**src/rtl/toggle_hs_rx.sv**
```systemverilog
// rtl/toggle_hs_rx.sv - two-phase toggle request receiver feeding a show-ahead ready/valid FIFO
module toggle_hs_rx #(
    parameter int DW          = 8,
    parameter int DEPTH       = 4,
    parameter int SYNC_STAGES = 2,
    localparam int AW         = $clog2(DEPTH),
    localparam int CW         = $clog2(DEPTH) + 1
) (
    input  logic          clk,
    input  logic          rst,
    input  logic          req_t,
    input  logic [DW-1:0] data_in,
    output logic          ack_t,
    output logic [DW-1:0] dout,
    output logic          dout_valid,
    input  logic          dout_ready,
    output logic [CW-1:0] count,
    output logic          full
);

    typedef enum logic {
        S_IDLE = 1'b0,
        S_WAIT = 1'b1
    } state_t;

    state_t                 state_q, state_d;
    logic [SYNC_STAGES-1:0] sync_q, sync_d;
    logic                   req_seen_q, req_seen_d;
    logic                   ack_q, ack_d;
    logic [AW-1:0]          wptr_q, wptr_d;
    logic [AW-1:0]          rptr_q, rptr_d;
    logic [CW-1:0]          count_q, count_d;
    logic                   full_q, full_d;
    logic                   valid_q, valid_d;
    logic [DW-1:0]          mem_q [DEPTH];

    logic req_s;
    logic pend;
    logic pop;
    logic space;
    logic push;

    assign req_s = sync_q[SYNC_STAGES-1];
    assign pend  = (req_s != req_seen_q);
    assign pop   = valid_q && dout_ready;
    // A pop at the same edge frees the slot the push needs, so a full FIFO still accepts.
    assign space = !full_q || pop;

    always_ff @(posedge clk or negedge rst) begin
        if (!rst) begin
            state_q <= S_IDLE;
        end else begin
            state_q <= state_d;
        end
    end

    always_comb begin
        state_d = state_q;
        case (state_q)
            S_IDLE:  if (pend && !space) state_d = S_WAIT;
            S_WAIT:  if (push)           state_d = S_IDLE;
            default:                     state_d = S_IDLE;
        endcase
    end

    always_comb begin
        push = 1'b0;
        case (state_q)
            S_IDLE:  push = pend && space;
            S_WAIT:  push = pend && space;
            default: push = 1'b0;
        endcase
    end

    always_comb begin
        sync_d     = {sync_q[SYNC_STAGES-2:0], req_t};
        req_seen_d = push ? req_s : req_seen_q;
        ack_d      = push ? ~ack_q : ack_q;
        wptr_d     = push ? wptr_q + AW'(1) : wptr_q;
        rptr_d     = pop ? rptr_q + AW'(1) : rptr_q;
        count_d    = count_q;
        if (push && !pop) begin
            count_d = count_q + CW'(1);
        end else if (pop && !push) begin
            count_d = count_q - CW'(1);
        end
        full_d  = (count_d == CW'(DEPTH));
        valid_d = (count_d != '0);
    end

    always_ff @(posedge clk or negedge rst) begin
        if (!rst) begin
            sync_q     <= '0;
            req_seen_q <= 1'b0;
            ack_q      <= 1'b0;
            wptr_q     <= '0;
            rptr_q     <= '0;
            count_q    <= '0;
            full_q     <= 1'b0;
            valid_q    <= 1'b0;
        end else begin
            sync_q     <= sync_d;
            req_seen_q <= req_seen_d;
            ack_q      <= ack_d;
            wptr_q     <= wptr_d;
            rptr_q     <= rptr_d;
            count_q    <= count_d;
            full_q     <= full_d;
            valid_q    <= valid_d;
        end
    end

    // Storage needs no reset: the empty flag masks stale entries on dout.
    always_ff @(posedge clk) begin
        if (push) begin
            mem_q[wptr_q] <= data_in;
        end
    end

    assign ack_t      = ack_q;
    assign dout       = valid_q ? mem_q[rptr_q] : '0;
    assign dout_valid = valid_q;
    assign count      = count_q;
    assign full       = full_q;

endmodule

```
**config.mk**
```make
export PLATFORM = sky130hd
export DESIGN_NAME = toggle_hs_rx
export DESIGN_NICKNAME = d
export VERILOG_FILES = /design/src/rtl/toggle_hs_rx.sv
export SDC_FILE = /design/constraint.sdc
export NUM_CORES = 1
export LEC_CHECK = 0
export BUFFER_PORTS_ARGS = -buffer_cell sky130_fd_sc_hd__buf_2
export CAP_MARGIN = 0
export CORE_ASPECT_RATIO = 1.25
export CORE_MARGIN = 2
export CORE_UTILIZATION = 45
export CTS_CLUSTER_SIZE = 28
export DETAILED_ROUTE_END_ITERATION = 10
export PLACE_DENSITY = 0.78
export SKIP_LAST_GASP = 1
export SLEW_MARGIN = 20
export SYNTH_ARGS = -nofsm -noshare
export SYNTH_HDL_FRONTEND = slang
export SYNTH_SLANG_ARGS = --single-unit
```
**constraint.sdc**
```tcl
create_clock -name clk -period 1.8 [get_ports clk]
set_clock_uncertainty 0.2 [all_clocks]
set_input_delay 0.09 -clock clk [delete_from_list [all_inputs] [get_ports clk]]
set_output_delay 0.09 -clock clk [all_outputs]
set_load 0.05 [all_outputs]
```
# [Word level (Yosys, flattened, before mapping)]
# Memory sizes are Yosys's and may differ from the RTL's.
# Index checks and enable logic that the tools add are counted.
# W data, S select, Z words.
[op_classes] n_mux=5 n_reduce_logical=9 eq_ne=2 bitwise_logic=1 n_addsub=4
[op_table] cell="$mux W8" count=1
[op_table] cell="$mux W3" count=2
[op_table] cell="$add A2 B1 Y2 const B" count=2
[op_table] cell="$logic_and A1 B1 Y1" count=4
[op_table] cell="$add A3 B1 Y3 const B" count=1
[op_table] cell="$eq A3 B3 Y1 const B" count=1
[op_table] cell="$logic_not A1 Y1" count=3
[op_table] cell="$reduce_bool A3 Y1" count=1
[op_table] cell="$sub A3 B1 Y3 const B" count=1
[op_table] cell="$mux W1" count=2
[op_table] cell="$logic_or A1 B1 Y1" count=1
[op_table] cell="$ne A1 B1 Y1" count=1
[op_table] cell="$not A1 Y1" count=1
[totals] regBits=13 word_cells=30 memories=1 output_inout_bits=14 ram_bits=32
[mem_list] memory="mem_q" depth=4 width=8 rd=1 rd_ports_with_merged_regs=0 write_ports=1 line="35" text="logic [DW-1:0] mem_q [DEPTH];"

# [Longest topological paths before layout]
[depth] depth_word=8 ltp_mapped=5 ltp_nobuf=5

# [Least setup slack after synthesis]
# OpenSTA, ideal clock, no wires.
[synth_timing] path_type="flip-flop to flip-flop" start="register valid_q, in the netlist dout_valid" end="memory mem_q[0][0] (enable)" n_path_buf=1 period_less_slack_ps=2237 setup_slack_ps=-437 arrival_ps=1705 required_ps=1268 path_stages_with_launch=5 cell_sequence="dfrtp_1 clkbuf_2 nand2_1 a21oi_1 and2_1"
[synth_via] elab_chain_cells=5
[synth_rtl] item="start: declaration" line="34" text="logic valid_q, valid_d;"
[synth_rtl] item="start signal: assignment" line="109" text="valid_q <= valid_d;"
[synth_rtl] item="$logic_and A1 B1 Y1" line="45" text="assign pop = valid_q && dout_ready;"
[synth_rtl] item="$logic_or A1 B1 Y1" line="47" text="assign space = !full_q || pop;"
[synth_rtl] item="$logic_and A1 B1 Y1" line="69, 70"
[synth_rtl] item="$mux W1" line="115" text="if (push) begin"
[synth_rtl] item="$mux W1 (not written as such)" line="116" text="mem_q[wptr_q] <= data_in;"
[synth_rtl] item="end: declaration" line="35"
# Every way passes these cells.

# [Final worst setup path]
[layout_timing] start="register rptr_q[0]" end="output dout[5]"
[layout_via] elab_chain_cells=2
[layout_rtl] item="start: declaration" line="31" text="logic [AW-1:0] rptr_q, rptr_d;"
[layout_rtl] item="start signal: assignment" line="106" text="rptr_q <= rptr_d;"
[layout_rtl] item="$mem_v2 Z4 W8"
[layout_rtl] item="$mux W8" line="121" text="assign dout = valid_q ? mem_q[rptr_q] : '0;"
[layout_rtl] item="end: declaration" line="14" text="output logic [DW-1:0] dout,"
# Every way passes these cells.

==> flow_summary.ini <==
[outcome]
status = complete, but fails checks
violations = negative setup slack

[placement]
dp_hpwl_um = 2210
io_buffers = 25
dp_cells = 193
post-place-ws_ns = 0.0158
dpl_cell_area_um2 = 2140
gp_congestion = 0.812

[clocking]
clock-sinks = 45
cts_root_buf = clkbuf_8
clock_tree.buffer_depth = 2
h-tree-depth = 2
clock_latency_ns = 0.29
cts_buffers = 5
cts_tree = yes
path_clk_slew_ns = 0.08

[pwr]
p_per_area_nw_per_um2 = 2010
p_leak_nw = 0.974
ir_drop_mv = 1.12
fin_total_pwr_mw = 5.09

[logic_synthesis]
syn_area_per_cell_um2 = 16.9
synth_cells = 111
yosys-top-cells-area = edfxtp_1, dfrtp_1, mux4_2
synth_area_um2 = 1880
synthTopCellsByCount = edfxtp_1, and2_1, dfrtp_1, mux4_2, ha_1
synth.most_common_cell = edfxtp_1
yosysTopAreaCell = edfxtp_1
synthFlopType = edfxtp_1
synth_cell_types = 29
async_flop_share = 0.289
ys_seq_elements = 45
synth_top_area_frac = 0.511
syn_nets = 129
yosysWarningCount = 0
yosysSeqAreaShare = 0.684
synth-edff-count = 32

[setup_path]
start_kind = flip-flop
r2r_slack_ns = 0.06
cp_max_fo = 8
critPathKind = flip-flop to output port
cp.arrival_ns = 1.65
path_cells = buf_12 -> mux4_2 -> and2_4 -> buf_8
crit_slowest_cell = mux4_2
rr_startpoint = req_seen_q$_DFFE_PN0P_
r2r_cells = 4
startpoint = rptr_q[0]$_DFFE_PN0P_
critPathMaxStageDelay_ns = 0.51
r2r-end = full$_DFF_PN0_
end_kind = output port
required_ns = 1.51

[route]
ant_nets = 0
wire_per_inst_um = 16.0
drc = 0
vias = 1099
drt_wl_total_um = 3450
dr.pass1.iters = 4
dr.first_iter.drc_count = 63
vias_per_cell = 5.09

[sta]
hold_violations = 0
tightest_slew_ns = 0.433
setup_violations = 8
slew_headroom = 0.711
rsz0062_at_grt = yes
final.setup.worst_slack_ns = -0.143
holdWs_ns = 0.0145
slew_violations = 0
fmax_mhz = 515
fin_crit_sh = 1.08
fin_tns_setup_ns = -1.06
layout_min_cycle_time_ns = 1.94

[final_layout]
postLayoutCellArea_um2 = 2530
final_util = 0.622
layout.cells.non_filler = 216
fillers = 292
multi_input_area_um2 = 658
regArea_um2 = 1290
diodes = 0
final_nets = 177
drive_gt1_frac = 0.488
area_growth_pct = 34.6

[floorplan]
die_w_um = 61.8
core_um2 = 4070
die_h_um = 76.3
pin_count = 26
start_util = 0.462
rows = 26
die_area_um2 = 4720

[global_route]
grt_use_total = 0.158
grt_first_pass_wirelength_um = 5240
antenna_found_initial = 0
grt_max_degree = 15
grt_overflow = 0
first_global_vias = 1126

[hold_path]
hp-class = input pin to async pin

[flow_run]
max-cap-violations = 0
## worst max path at each step
stage                           endpoint  cells after the start
floorplan                 full$_DFF_PN0_                      5
global placement                 dout[7]                      4
detailed placement  dout_valid$_DFF_PN0_                      4
CTS                              dout[5]                      4
global route                     dout[5]                      4
finish                           dout[5]                      4
## per-layer routing
metal  wire length [um]  share of wire  vias up  track usage
met4                 59          0.017        0       0.0574
met2               1830           0.53       37        0.276
met5                  0              0        -            0
li1                   -              -      509            -
met1               1400           0.41      547        0.171
met3                159          0.046        6       0.0509
## report_power, final
part           switching, mW  internal, mW  leakage [nW]  total [mW]
clock network          0.318         0.412        0.0552       0.730
logic                   1.49          1.25         0.478        2.74
registers              0.210          1.41         0.441        1.62
total                   2.01          3.07         0.974        5.09
## cell type report
| cell class | count | area share |
|---|---|---|
| clock buffer | 6 | 0.0287 |
| clock inverter | 2 | 0.0138 |
| inverter | 4 | 0.00593 |
| multi-input combinational | 59 | 0.260 |
| sequential | 45 | 0.511 |
| tap | 56 | 0.0277 |
| timing repair buffer | 44 | 0.153 |
## worst max-delay path, delay by kind of cell, from the launching register on
| kind | cells | cell delay [ns] |
|---|---|---|
| and+or+nand+nor | 1 | 0.16 |
| DFF | 1 | 0.40 |
| muxes | 1 | 0.51 |
| buffers and inverters | 2 | 0.30 |
## layout by cell type (no fill, tap or decap), types with 2 or more instances in the layout
cell type	count
buf_2	17
xnor2_1	4
edfxtp_1	32
nor3_2	2
dfrtp_2	5
ha_1	5
buf_8	8
dfrtp_1	8
and2_4	12
nand2_1	3
mux4_2	8
buf_4	7
dlygate4sd3_1	11
nor2_1	4
inv_1	4
o21ai_0	2
clkbuf_8	5
## cells by family after synthesis
logic type / count (synthesis) / share of synthesized area
AO/OA/AOI/OAI: 10 / 0.0373
multiplexers: 9 / 0.102
adder cells (fa/ha/maj): 6 / 0.0399
XOR/XNOR: 7 / 0.0366
AND/OR/NAND/NOR: 27 / 0.0852
flip-flops: 45 / 0.684
buffers and inverters: 7 / 0.0153
## flip-flops by register name (all words and copies together), names as in the netlist
register / cells
ack_t: 1
count: 3
dout_valid: 1
full: 1
mem_q: 32
req_seen_q: 1
rptr_q: 2
sync_q: 2
wptr_q: 2
## what timing repair did
action / CTS / global route
hold buffers: 11 / 0
endpoints found under the hold margin: 47 / 0
setup endpoints to repair: 9 / 10
setup buffers: 2 / 2
gates resized for setup: 32 / 7
pin swaps: 9 / 2
cloned: 0 / 0
Note: power is estimated with default switching activity, not from simulation.
